## config.mk

```make
export PLATFORM = sky130hd
export DESIGN_NAME = mem_arbiter
export DESIGN_NICKNAME = d
export VERILOG_FILES = /design/src/rtl/mem_arbiter_pkg.sv /design/src/rtl/mem_arbiter_arb_grant.sv /design/src/rtl/mem_arbiter.sv
export SDC_FILE = /design/constraint.sdc
export NUM_CORES = 1
export LEC_CHECK = 0
export BUFFER_PORTS_ARGS = -buffer_cell sky130_fd_sc_hd__buf_4
export CAP_MARGIN = 20
export CELL_PAD_IN_SITES_DETAIL_PLACEMENT = 1
export CELL_PAD_IN_SITES_GLOBAL_PLACEMENT = 1
export CORE_MARGIN = 2
export CORE_UTILIZATION = 33
export CTS_BUF_LIST = sky130_fd_sc_hd__clkbuf_16
export CTS_CLUSTER_DIAMETER = 40
export DETAILED_ROUTE_END_ITERATION = 10
export PLACE_DENSITY_LB_ADDON = 0.1
export SETUP_SLACK_MARGIN = 0.3
export SLEW_MARGIN = 20
export SYNTH_ARGS = -nofsm -noshare
export SYNTH_HDL_FRONTEND = slang
export SYNTH_SLANG_ARGS = --single-unit
```

## constraint.sdc

```tcl
create_clock -name CLK -period 5 [get_ports CLK]
set_input_delay 0.25 -clock CLK [delete_from_list [all_inputs] [get_ports CLK]]
set_output_delay 0.25 -clock CLK [all_outputs]
set_load 0.005 [all_outputs]
```

## src/rtl/mem_arbiter_pkg.sv

```systemverilog
// Shared types for the cache-to-RAM arbiter: RAM status codes and arbiter states.
package mem_arbiter_pkg;

    localparam int unsigned WORD_W = 32;

    typedef enum logic [1:0] {
        FREE   = 2'd0,
        BUSY   = 2'd1,
        ACCESS = 2'd2,
        ERROR  = 2'd3
    } ramstate_t;

    typedef enum logic [1:0] {
        IDLE  = 2'd0,
        DSERV = 2'd1,
        ISERV = 2'd2
    } arbstate_t;

endpackage

```

## src/rtl/mem_arbiter_arb_grant.sv

```systemverilog
// Grant selection between icache and dcache with a bounded icache starvation counter.
module mem_arbiter_arb_grant
    import mem_arbiter_pkg::*;
#(
    parameter int unsigned STARVE_MAX = 8,
    parameter int unsigned STARVE_W   = $clog2(STARVE_MAX + 1)
) (
    input  logic                clk,
    input  logic                rst,
    input  logic                dreq,
    input  logic                ireq,
    input  logic                iserv,
    input  logic                idone,
    output arbstate_t           grant_c,
    output logic [STARVE_W-1:0] starve
);

    logic starved;

    // A completing icache access clears the counter, so it no longer counts as starved.
    assign starved = (starve >= STARVE_W'(STARVE_MAX)) && !idone;

    always_comb begin
        grant_c = IDLE;
        if (dreq && !(ireq && starved)) begin
            grant_c = DSERV;
        end else if (ireq) begin
            grant_c = ISERV;
        end
    end

    always_ff @(posedge clk) begin
        if (rst) begin
            starve <= '0;
        end else if (idone || !ireq) begin
            starve <= '0;
        end else if (!iserv && (starve < STARVE_W'(STARVE_MAX))) begin
            starve <= starve + STARVE_W'(1);
        end
    end

endmodule

```

## src/rtl/mem_arbiter.sv

```systemverilog
// Arbitrates icache/dcache word requests onto one RAM port, with block-transfer lock and access counters.
module mem_arbiter
    import mem_arbiter_pkg::*;
#(
    parameter int unsigned STARVE_MAX = 8,
    parameter int unsigned CNT_W      = 32
) (
    input  logic              CLK,
    input  logic              RST,
    input  logic              iREN,
    input  logic [WORD_W-1:0] iaddr,
    output logic              iwait,
    output logic [WORD_W-1:0] iload,
    input  logic              dREN,
    input  logic              dWEN,
    input  logic [WORD_W-1:0] daddr,
    input  logic [WORD_W-1:0] dstore,
    input  logic              cctrans,
    output logic              dwait,
    output logic [WORD_W-1:0] dload,
    output logic              ramREN,
    output logic              ramWEN,
    output logic [WORD_W-1:0] ramaddr,
    output logic [WORD_W-1:0] ramstore,
    input  logic [WORD_W-1:0] ramload,
    input  logic [1:0]        ramstate,
    output logic [CNT_W-1:0]  icnt,
    output logic [CNT_W-1:0]  dcnt,
    output logic [CNT_W-1:0]  errcnt
);

    localparam int unsigned STARVE_W = $clog2(STARVE_MAX + 1);

    arbstate_t             state;
    arbstate_t             next_state;
    arbstate_t             grant;
    ramstate_t             rs;
    logic                  dreq;
    logic                  d_done;
    logic                  i_done;
    logic                  ram_err;
    logic [STARVE_W-1:0]   starve;

    assign rs      = ramstate_t'(ramstate);
    assign dreq    = dREN | dWEN;
    assign d_done  = (state == DSERV) && dreq && (rs == ACCESS);
    assign i_done  = (state == ISERV) && iREN && (rs == ACCESS);
    assign ram_err = (rs == ERROR) && (((state == DSERV) && dreq) || ((state == ISERV) && iREN));

    mem_arbiter_arb_grant #(
        .STARVE_MAX (STARVE_MAX),
        .STARVE_W   (STARVE_W)
    ) u_grant (
        .clk     (CLK),
        .rst     (RST),
        .dreq    (dreq),
        .ireq    (iREN),
        .iserv   (state == ISERV),
        .idone   (i_done),
        .grant_c (grant),
        .starve  (starve)
    );

    // Next state: the block-transfer lock keeps the dcache granted between words.
    always_comb begin
        next_state = state;
        case (state)
            IDLE: next_state = grant;
            DSERV: begin
                if (d_done) begin
                    next_state = cctrans ? DSERV : grant;
                end else if (!cctrans && !dreq) begin
                    next_state = IDLE;
                end
            end
            ISERV: begin
                if (i_done) begin
                    next_state = grant;
                end else if (!iREN) begin
                    next_state = IDLE;
                end
            end
            default: next_state = IDLE;
        endcase
    end

    // RAM mux and cache handshakes follow the current owner; write wins over read.
    always_comb begin
        ramREN   = 1'b0;
        ramWEN   = 1'b0;
        ramaddr  = '0;
        ramstore = '0;
        iwait    = 1'b1;
        dwait    = 1'b1;
        iload    = '0;
        dload    = '0;
        case (state)
            DSERV: begin
                ramWEN   = dWEN;
                ramREN   = dREN & ~dWEN;
                ramaddr  = daddr;
                ramstore = dstore;
                dload    = ramload;
                dwait    = ~d_done;
            end
            ISERV: begin
                ramREN  = 1'b1;
                ramaddr = iaddr;
                iload   = ramload;
                iwait   = ~i_done;
            end
            default: ;
        endcase
    end

    always_ff @(posedge CLK) begin
        if (RST) begin
            state  <= IDLE;
            icnt   <= '0;
            dcnt   <= '0;
            errcnt <= '0;
        end else begin
            state <= next_state;
            if (i_done) begin
                icnt <= icnt + CNT_W'(1);
            end
            if (d_done) begin
                dcnt <= dcnt + CNT_W'(1);
            end
            if (ram_err) begin
                errcnt <= errcnt + CNT_W'(1);
            end
        end
    end

endmodule
```

After elaboration in Yosys (flattened, before gate mapping)
Index checks and enable logic that the tools add are counted.
- bits in registers: 102
- input bits: 136
- output and inout bits: 228
- logic and storage cells: 59
- $add $sub $neg: 4
- order comparisons: 2
- equal/unequal tests: 6
- muxes and demuxes: 16
- bitwise operators: 5
- reduce and logical (&&, ||, !) cells: 21
- operator list (operator ; number):
    32-bit by 1-bit adder with 32-bit output (second input constant) ; 3
    32-bit two-way mux ; 3
    32-bit one-hot mux with 2 select lines ; 1
    2-bit two-way mux ; 7
    1-bit logical AND ; 10
    2-bit == test (second input constant) ; 3
    1-bit zero test ; 6
    2-bit one-hot mux with 3 select lines ; 1
    4-bit by 1-bit adder with 4-bit output (second input constant) ; 1
    4-bit >= comparator (second input constant) ; 1
    4-bit less-than comparator (second input constant) ; 1
    1-bit two-way mux ; 3
    3-bit by 2-bit != test with 1-bit output (second input constant) ; 1
    3-bit != test (second input constant) ; 1
    1-bit inverter ; 3
    2-bit by 1-bit == test with 1-bit output (second input constant) ; 1
    2-bit zero test ; 1
    1-bit logical OR ; 2
    1-bit one-hot mux with 2 select lines ; 1
    2-bit AND reduction ; 1
    2-bit OR reduction ; 1
    1-bit bitwise AND ; 1
    1-bit bitwise OR ; 1

Logic depth before layout (Yosys ltp)
Gate-level depths: netlist (run 1).
- depth after elaboration: 12
- depth in mapped cells: 11
- depth with buffers taken out: 7

Cells and area by module
From an unflattened synthesis (run 1), not the netlist that was laid out.
- cells, all modules: 824
- area total of the unflattened synthesis: 6467.5 um^2
- modules (own cells, without submodules) (module ; times used ; cells each ; area each (um^2) ; seq. area each (um^2)):
    mem_arbiter ; 1 ; 799 ; 6232.2 ; 1961.9
    mem_arbiter_arb_grant ; 1 ; 25 ; 235.2 ; 80.1

Worst setup path before layout (run 1)
OpenSTA, ideal clock, no wires.
- path type: register to register
- start point: register state[0]
- end point: register icnt[29]
- setup time: 0.121 ns
- arrival: 2.181 ns
- required time: 4.879 ns
- setup slack: 2.698 ns
- cell stages (with the launch flop): 11
- path buffers: 3
- period minus slack after synthesis: 2.302 ns
- path through: dfxtp_1 inv_1 ha_1 buf_2 and4b_1 buf_4 inv_2 or3_1 clkbuf_1 nor4b_1 mux2_2
- word-level cells in the longest chain between the ends: 3
- RTL lines (item ; RTL line ; source):
    start, declared ; mem_arbiter.sv:34 ; arbstate_t state;
    start signal, assigned ; mem_arbiter.sv:123 ; state <= next_state;
    2-bit == test ; mem_arbiter.sv:47 ; assign i_done = (state == ISERV) && iREN && (rs == ACCESS);
    1-bit logical AND (2 in a row) ; mem_arbiter.sv:47 ;
    end signal, assigned ; mem_arbiter.sv:125 ; icnt <= icnt + CNT_W'(1);
    end, declared ; mem_arbiter.sv:27 ; output logic [CNT_W-1:0] icnt,
Every way passes these cells.
A chain may end at the register's enable or synchronous reset.

Final worst setup path (run 1)
- start point: register state[0]
- end point: register errcnt[9]
- word-level cells in the longest chain between the ends: 4
- elaborated cells between the ends (all ways): 6
- classes of those cells: 2 x eq/ne; 4 x reduce/logical
- RTL lines (item ; RTL line ; source):
    2-bit by 1-bit == test with 1-bit output / 2-bit == test (equally long branches) ; mem_arbiter.sv:48 ; assign ram_err = (rs == ERROR) && (((state == DSERV) && dreq) || ((state == ISERV) && iREN));
    1-bit logical AND ; mem_arbiter.sv:48 ;
    1-bit logical OR * ; mem_arbiter.sv:48 ;
    1-bit logical AND * ; mem_arbiter.sv:48 ;
    end signal, assigned ; mem_arbiter.sv:131 ; errcnt <= errcnt + CNT_W'(1);
    end, declared ; mem_arbiter.sv:29 ; output logic [CNT_W-1:0] errcnt
Mark *: on every way between the ends. The rest lies on a longest branch, timed or not.

==> run_results.csv, run 1 <==
group,metric,value,unit
synth,async_flop_share,0,%
clock_tree,htreeDepth,3,
placement,routabilityCongestion,0.889,
global_route,antenna_found_initial,3,
clock_tree,clkTransAtPathRegs,0.07,ns
sta,fmax,331,MHz
routing,wl_per_cell,21.3,microns
placement,dp_hpwl,22.7,mm
worst_hold_path,hold_start,"cctrans",
sta,slew_headroom,34.4,%
finish,fillers,2351,
routing,ant_nets,0,
finish,layout_common_cells,"buf_4, and2_1, dfxtp_1",
global_route,grt_pass1_vias,7154,
synth,seq_area_frac_synth,32.3,%
sta,period_share,60.4,%
global_route,grt_pass1_wl,43.2,mm
global_route,grt_overflow,0,
synth,avgSynthCellArea,7.89,sq um
placement,placedCellCount,1340,
finish,design_area,9440,sq um
routing,num_vias,7399,
pwr,vdd_drop_max,0.141,mV
clock_tree,clk-insertion-delay-late,0.35,ns
floorplanning,start_util,33.7,%
floorplanning,die_area,20300,sq um
placement,port_buffers,363,
synth,syn_inst,801,
synth,yosys_most_used_dff,"dfxtp_1",
finish,fin_cells,1357,
setup_path,cp-end-kind,"register",
synth,synth_edf_count,0,
synth,synth-seq-cells,102,
job,max_cap_viol_count,0,
setup_path,crit_path_max_fanout,68,
sta,layout_min_cycle_time,3.02,ns
pwr,leakage,3.88,nW
setup_path,regToRegSetupSlack,1.98,ns
finish,drive_above_1_share,35.7,%
status,status,"complete, no violations",
pwr,p_per_area,209,nW/um^2
synth,synth_nets,946,
floorplanning,pin_count,364,
global_route,track_usage,27.4,%
setup_path,start_kind,"register",
sta,grt_setup_unrepaired,"no",
routing,drc,0,
floorplanning,die_x,142,microns
clock_tree,cts_buffer_depth,2,
routing,via_per_inst,5.45,
sta,final-hold-violation-count,0,
setup_path,reg2reg_depth,7,
sta,holdWs,0.420,ns
setup_path,r2r-start,"state[0]",
clock_tree,clock-sinks,102,
clock_tree,cts_resized,0,
setup_path,reg2reg_to,"errcnt[9]",
setup_path,timing_worst_setup_path_type,"register to register",
setup_path,required,5.27,ns
sta,setup_viol,0,
clock_tree,root_buffer,"clkbuf_16",
routing,first_iter_violations,348,
finish,nNetsFinal,1262,
sta,clock_skew,0.0114,ns
floorplanning,die_h,142,microns
worst_hold_path,hold_path_end,"state[0]",
setup_path,cp.arrival,3.29,ns
worst_hold_path,hold_depth,4,
pwr,power,1.97,mW
synth,synth_cell_types,46,
synth,syn_area,6320,sq um
floorplanning,rows,50,
clock_tree,cts_tree,"built",
routing,wl,28.9,mm
clock_tree,postCtsHoldBufs,0,
global_route,grt_max_degree,101,
routing,firstDrtPassIters,4,
clock_tree,post-cts-setup-buffers,0,
floorplanning,core,18800,sq um
sta,worst_pin_slew,0.984,ns
finish,final_common_cell,"buf_4",
worst_hold_path,hold_path.class,"primary input to register",
sta,setup_tns,0,ns
clock_tree,numCtsBuffers,9,
finish,syn2layout_area_growth,49.4,%
placement,placed_cell_area,9130,sq um
synth,synth-warning-count,0,
sta,drv_slew,0,
Yosys cell counts, types with 3 or more instances:
master,count,area share [%]
a21oi_1,65,5.1
a22oi_1,32,3.8
and2_1,103,10
and3_1,8,0.79
and4_1,15,2.1
buf_1,6,0.36
clkbuf_1,53,3.1
dfxtp_1,102,32
ha_1,9,1.8
inv_1,18,1.1
mux2_2,11,2.0
nand2_1,38,2.3
nand2b_1,3,0.30
nand3_1,29,2.3
nand4_1,22,2.2
nor2_1,42,2.5
nor2b_1,43,4.3
nor3_1,7,0.55
nor4_1,11,1.1
o2111ai_1,7,0.97
o211ai_1,4,0.48
o21ai_0,14,1.1
o31ai_1,48,5.7
or3_1,15,1.5
or4_1,49,5.8
xnor2_1,13,1.8
xor2_1,11,1.5
metrics by stage:
| stage | setup slack, ns | util (%) |
|---|---|---|
| CTS | 1.73 | 50.2 |
| global placement | 1.85 | 48.6 |
| finish | 1.98 | 50.3 |
| global route | 1.70 | 50.3 |
| detailed placement | 1.76 | 48.6 |
| floorplan | 2.70 | - |
logic make-up (layout without fill, tap and decap cells):
kind of cell / after synthesis / count (layout) / share of synthesized area, %
buffers and inverters: 80 / 401 / 4.83
AOI/OAI and AO/OA: 180 / 180 / 18.5
DFF: 102 / 102 / 32.3
adders and majority gates: 9 / 9 / 1.78
and+or+nand+nor: 394 / 394 / 37.1
muxes: 12 / 12 / 2.12
other: 0 / 1 / 0
xor gates and xnor gates: 24 / 24 / 3.33
flip-flops by register name, summed over array words and instances (netlist names):
register and flops:
dcnt 32, errcnt 32, state 2, u_grant.starve 4
icnt 32
area by class of cell:
class / count / area (sq um) / share of cell area [%]
diodes: 1 / 2.50 / 0.0265
clock buffers: 9 / 225 / 2.39
clock inverters: 7 / 73.8 / 0.782
inverters: 19 / 71.3 / 0.756
multi-input cells: 619 / 3980 / 42.2
flip-flops and latches: 102 / 2040 / 21.6
well taps: 234 / 293 / 3.10
repair buffers: 366 / 2750 / 29.1
worst max-delay path by stage:
stage,startpoint,cells after the start,end,slack [ns]
after floorplan,state[0],10,icnt[29],2.70
after global routing,state[0],7,errcnt[9],1.70
after CTS,state[0],7,errcnt[9],1.73
final,state[0],7,errcnt[9],1.98
after global placement,state[0],7,errcnt[9],1.85
after detailed placement,state[0],7,errcnt[9],1.76
layer usage:
metal | global-route usage [%] | share of wire (%)
met5 | 0 | 0.15
met4 | 8.81 | 2.7
met3 | 8.68 | 7.6
met2 | 44.4 | 47
met1 | 34.8 | 43
worst max-delay path: stages (launching register included):
cell and delay [ns]:
dfxtp_1 0.34, inv_1 0.11, ha_2 0.18, buf_4 0.53, and2_1 0.48, o2111ai_2 0.42, or4b_2 0.73, a21oi_1 0.15
power breakdown:
part           total (mW)  switching [mW]  leakage [nW]  internal, mW
sequential          0.820         0.00451         0.822         0.815
combinational       0.426           0.206          2.91         0.220
clock               0.725           0.333         0.152         0.392
total                1.97           0.544          3.88          1.43
No activity file was read; power rests on OpenSTA's default activity.
==> run 2: changes to the inputs <==
Settings changed: CORE_UTILIZATION 33 to 31.
Clock period 5 ns to 2.93 ns, I/O delays scaled along.
==> run 2 against run 1 <==
Count of clock-buffer cells in the layout unchanged. Clock skew decreased by 0.0017 ns. Via count about the same. Sequential power increased by 71%. Clock power increased by 61%. Die area increased by 6.3%. Non-clock buffer count increased by 10. Worst hold slack got worse by 0.12 ns.
==> run_results.csv, run 2 (same netlist as run 1, synthesis figures left out) <==
group,metric,value,unit
routing,drc,0,
sta,worst_pin_slew,0.865,ns
setup_path,start_kind,"register",
status,status,"complete, no violations",
routing,wl_per_cell,20.0,microns
finish,syn2layout_area_growth,51.0,%
sta,layout_min_cycle_time,2.38,ns
setup_path,crit_path_cell_trace,"inv_1 > ha_1 > buf_4 > nor2b_1 > buf_4",
finish,antenna_cells,0,
floorplanning,die_area,21500,sq um
setup_path,cpPeakStageDelay,0.72,ns
clock_tree,numCtsBuffers,9,
floorplanning,start_util,31.4,%
worst_hold_path,hold_start,"iREN",
sta,grt_setup_unrepaired,"no",
setup_path,worst_path_max_delay_cell,"ha_1",
global_route,antenna_found_initial,1,
placement,port_buffers,363,
global_route,track_usage,24.7,%
pwr,leakage,3.92,nW
clock_tree,clkTransAtPathRegs,0.07,ns
floorplanning,die_x,147,microns
setup_path,required,2.78,ns
clock_tree,clock-sinks,102,
floorplanning,die_h,147,microns
pwr,p_per_area,344,nW/um^2
setup_path,cp.arrival,2.24,ns
pwr,vdd_drop_max,0.275,mV
routing,firstDrtPassIters,4,
global_route,grt_overflow,0,
routing,ant_nets,0,
placement,dp_hpwl,22.0,mm
global_route,grt_pass1_wl,42.0,mm
sta,setup_tns,0,ns
clock_tree,root_buffer,"clkbuf_16",
global_route,grt_pass1_vias,7167,
routing,num_vias,7405,
setup_path,path_common_cell,"buf_4",
setup_path,r2r-start,"state[0]",
sta,slew_headroom,42.3,%
finish,fin_cells,1402,
finish,layout_common_cells,"buf_4, and2_1, dfxtp_1",
clock_tree,clk-insertion-delay-late,0.35,ns
setup_path,timing_worst_setup_path_type,"register to output pin",
sta,setup_viol,0,
placement,placedCellCount,1385,
sta,final-hold-violation-count,0,
setup_path,crit_path_max_fanout,20,
sta,drv_slew,0,
placement,routabilityCongestion,0.850,
finish,fillers,2489,
finish,final_common_cell,"buf_4",
routing,wl,28.0,mm
clock_tree,cts_tree,"built",
routing,first_iter_violations,336,
sta,period_share,81.4,%
routing,via_per_inst,5.28,
sta,fmax,419,MHz
setup_path,regToRegSetupSlack,0.55,ns
finish,nNetsFinal,1272,
job,max_cap_viol_count,0,
finish,drive_above_1_share,36.4,%
setup_path,cp-end-kind,"output pin",
worst_hold_path,hold_path.class,"primary input to register",
clock_tree,htreeDepth,3,
finish,top_regs,"dcnt (32), errcnt (32), icnt (32)",
floorplanning,rows,52,
sta,clock_skew,0.00965,ns
clock_tree,cts_buffer_depth,2,
setup_path,crit_path_start,"state[0]",
floorplanning,core,20100,sq um
global_route,grt_max_degree,100,
floorplanning,pin_count,364,
==> run 2: worst max-delay path, delay by kind of cell (launching register included) <==
family / cells / cell delay [ns]
simple gates: 1 / 0.21
buf+inv: 3 / 0.56
fa+ha+maj: 1 / 0.72
flops: 1 / 0.39
==> run 2: what timing repair did <==
item,in CTS,in global routing
buffers inserted,0,1
endpoints found under the setup margin,0,6
resized for setup,0,3
hold buffers,0,0
==> run 2: through the flow <==
stage | utilization [%] | cell area (sq um) | power, mW | worst slack (ns) | hold WS [ns]
after floorplan | - | 6320 | 1.71 | 0.628 | 0.409
after global routing | 47.5 | 9540 | 3.43 | 0.351 | 0.313
after detailed placement | 46.0 | 9240 | 2.15 | 0.332 | 0.491
after global placement | 46.0 | 9240 | 2.15 | 0.447 | 0.482
after CTS | 47.4 | 9530 | 3.33 | 0.303 | 0.283
final | 47.5 | 9540 | 3.29 | 0.546 | 0.301
==> run 2: path summary, 6_finish.rpt <==
check        cells after the start                end
min reg2reg                      2           dcnt[29]
max                              5        ramaddr[18]
min                              4  u_grant.starve[1]
max reg2reg                      7           icnt[29]
==> run 2: layout make-up <==
class                      count  area [sq um]  area share (%)
clock buffer                   9           225            2.36
clock inverter                 7          57.6           0.603
inverter                      19          71.3           0.747
multi-input combinational    619          3980            41.7
sequential                   102          2040            21.4
tap                          270           338            3.54
timing repair buffer         376          2830            29.6
==> run 2: power by group <==
group          internal, mW  total [mW]  switching (mW)
registers              1.39        1.40         0.00824
logic                 0.381       0.718           0.337
clock network         0.588        1.17           0.581
==> run 2: metal layers <==
metal / GRT usage, % / vias to the layer above / wire length (microns)
met5: 0 / - / 0
met4: 9.08 / 0 / 920
met3: 6.89 / 45 / 1870
met2: 40.9 / 210 / 13300
met1: 30.6 / 3564 / 11800
li1: - / 3586 / -
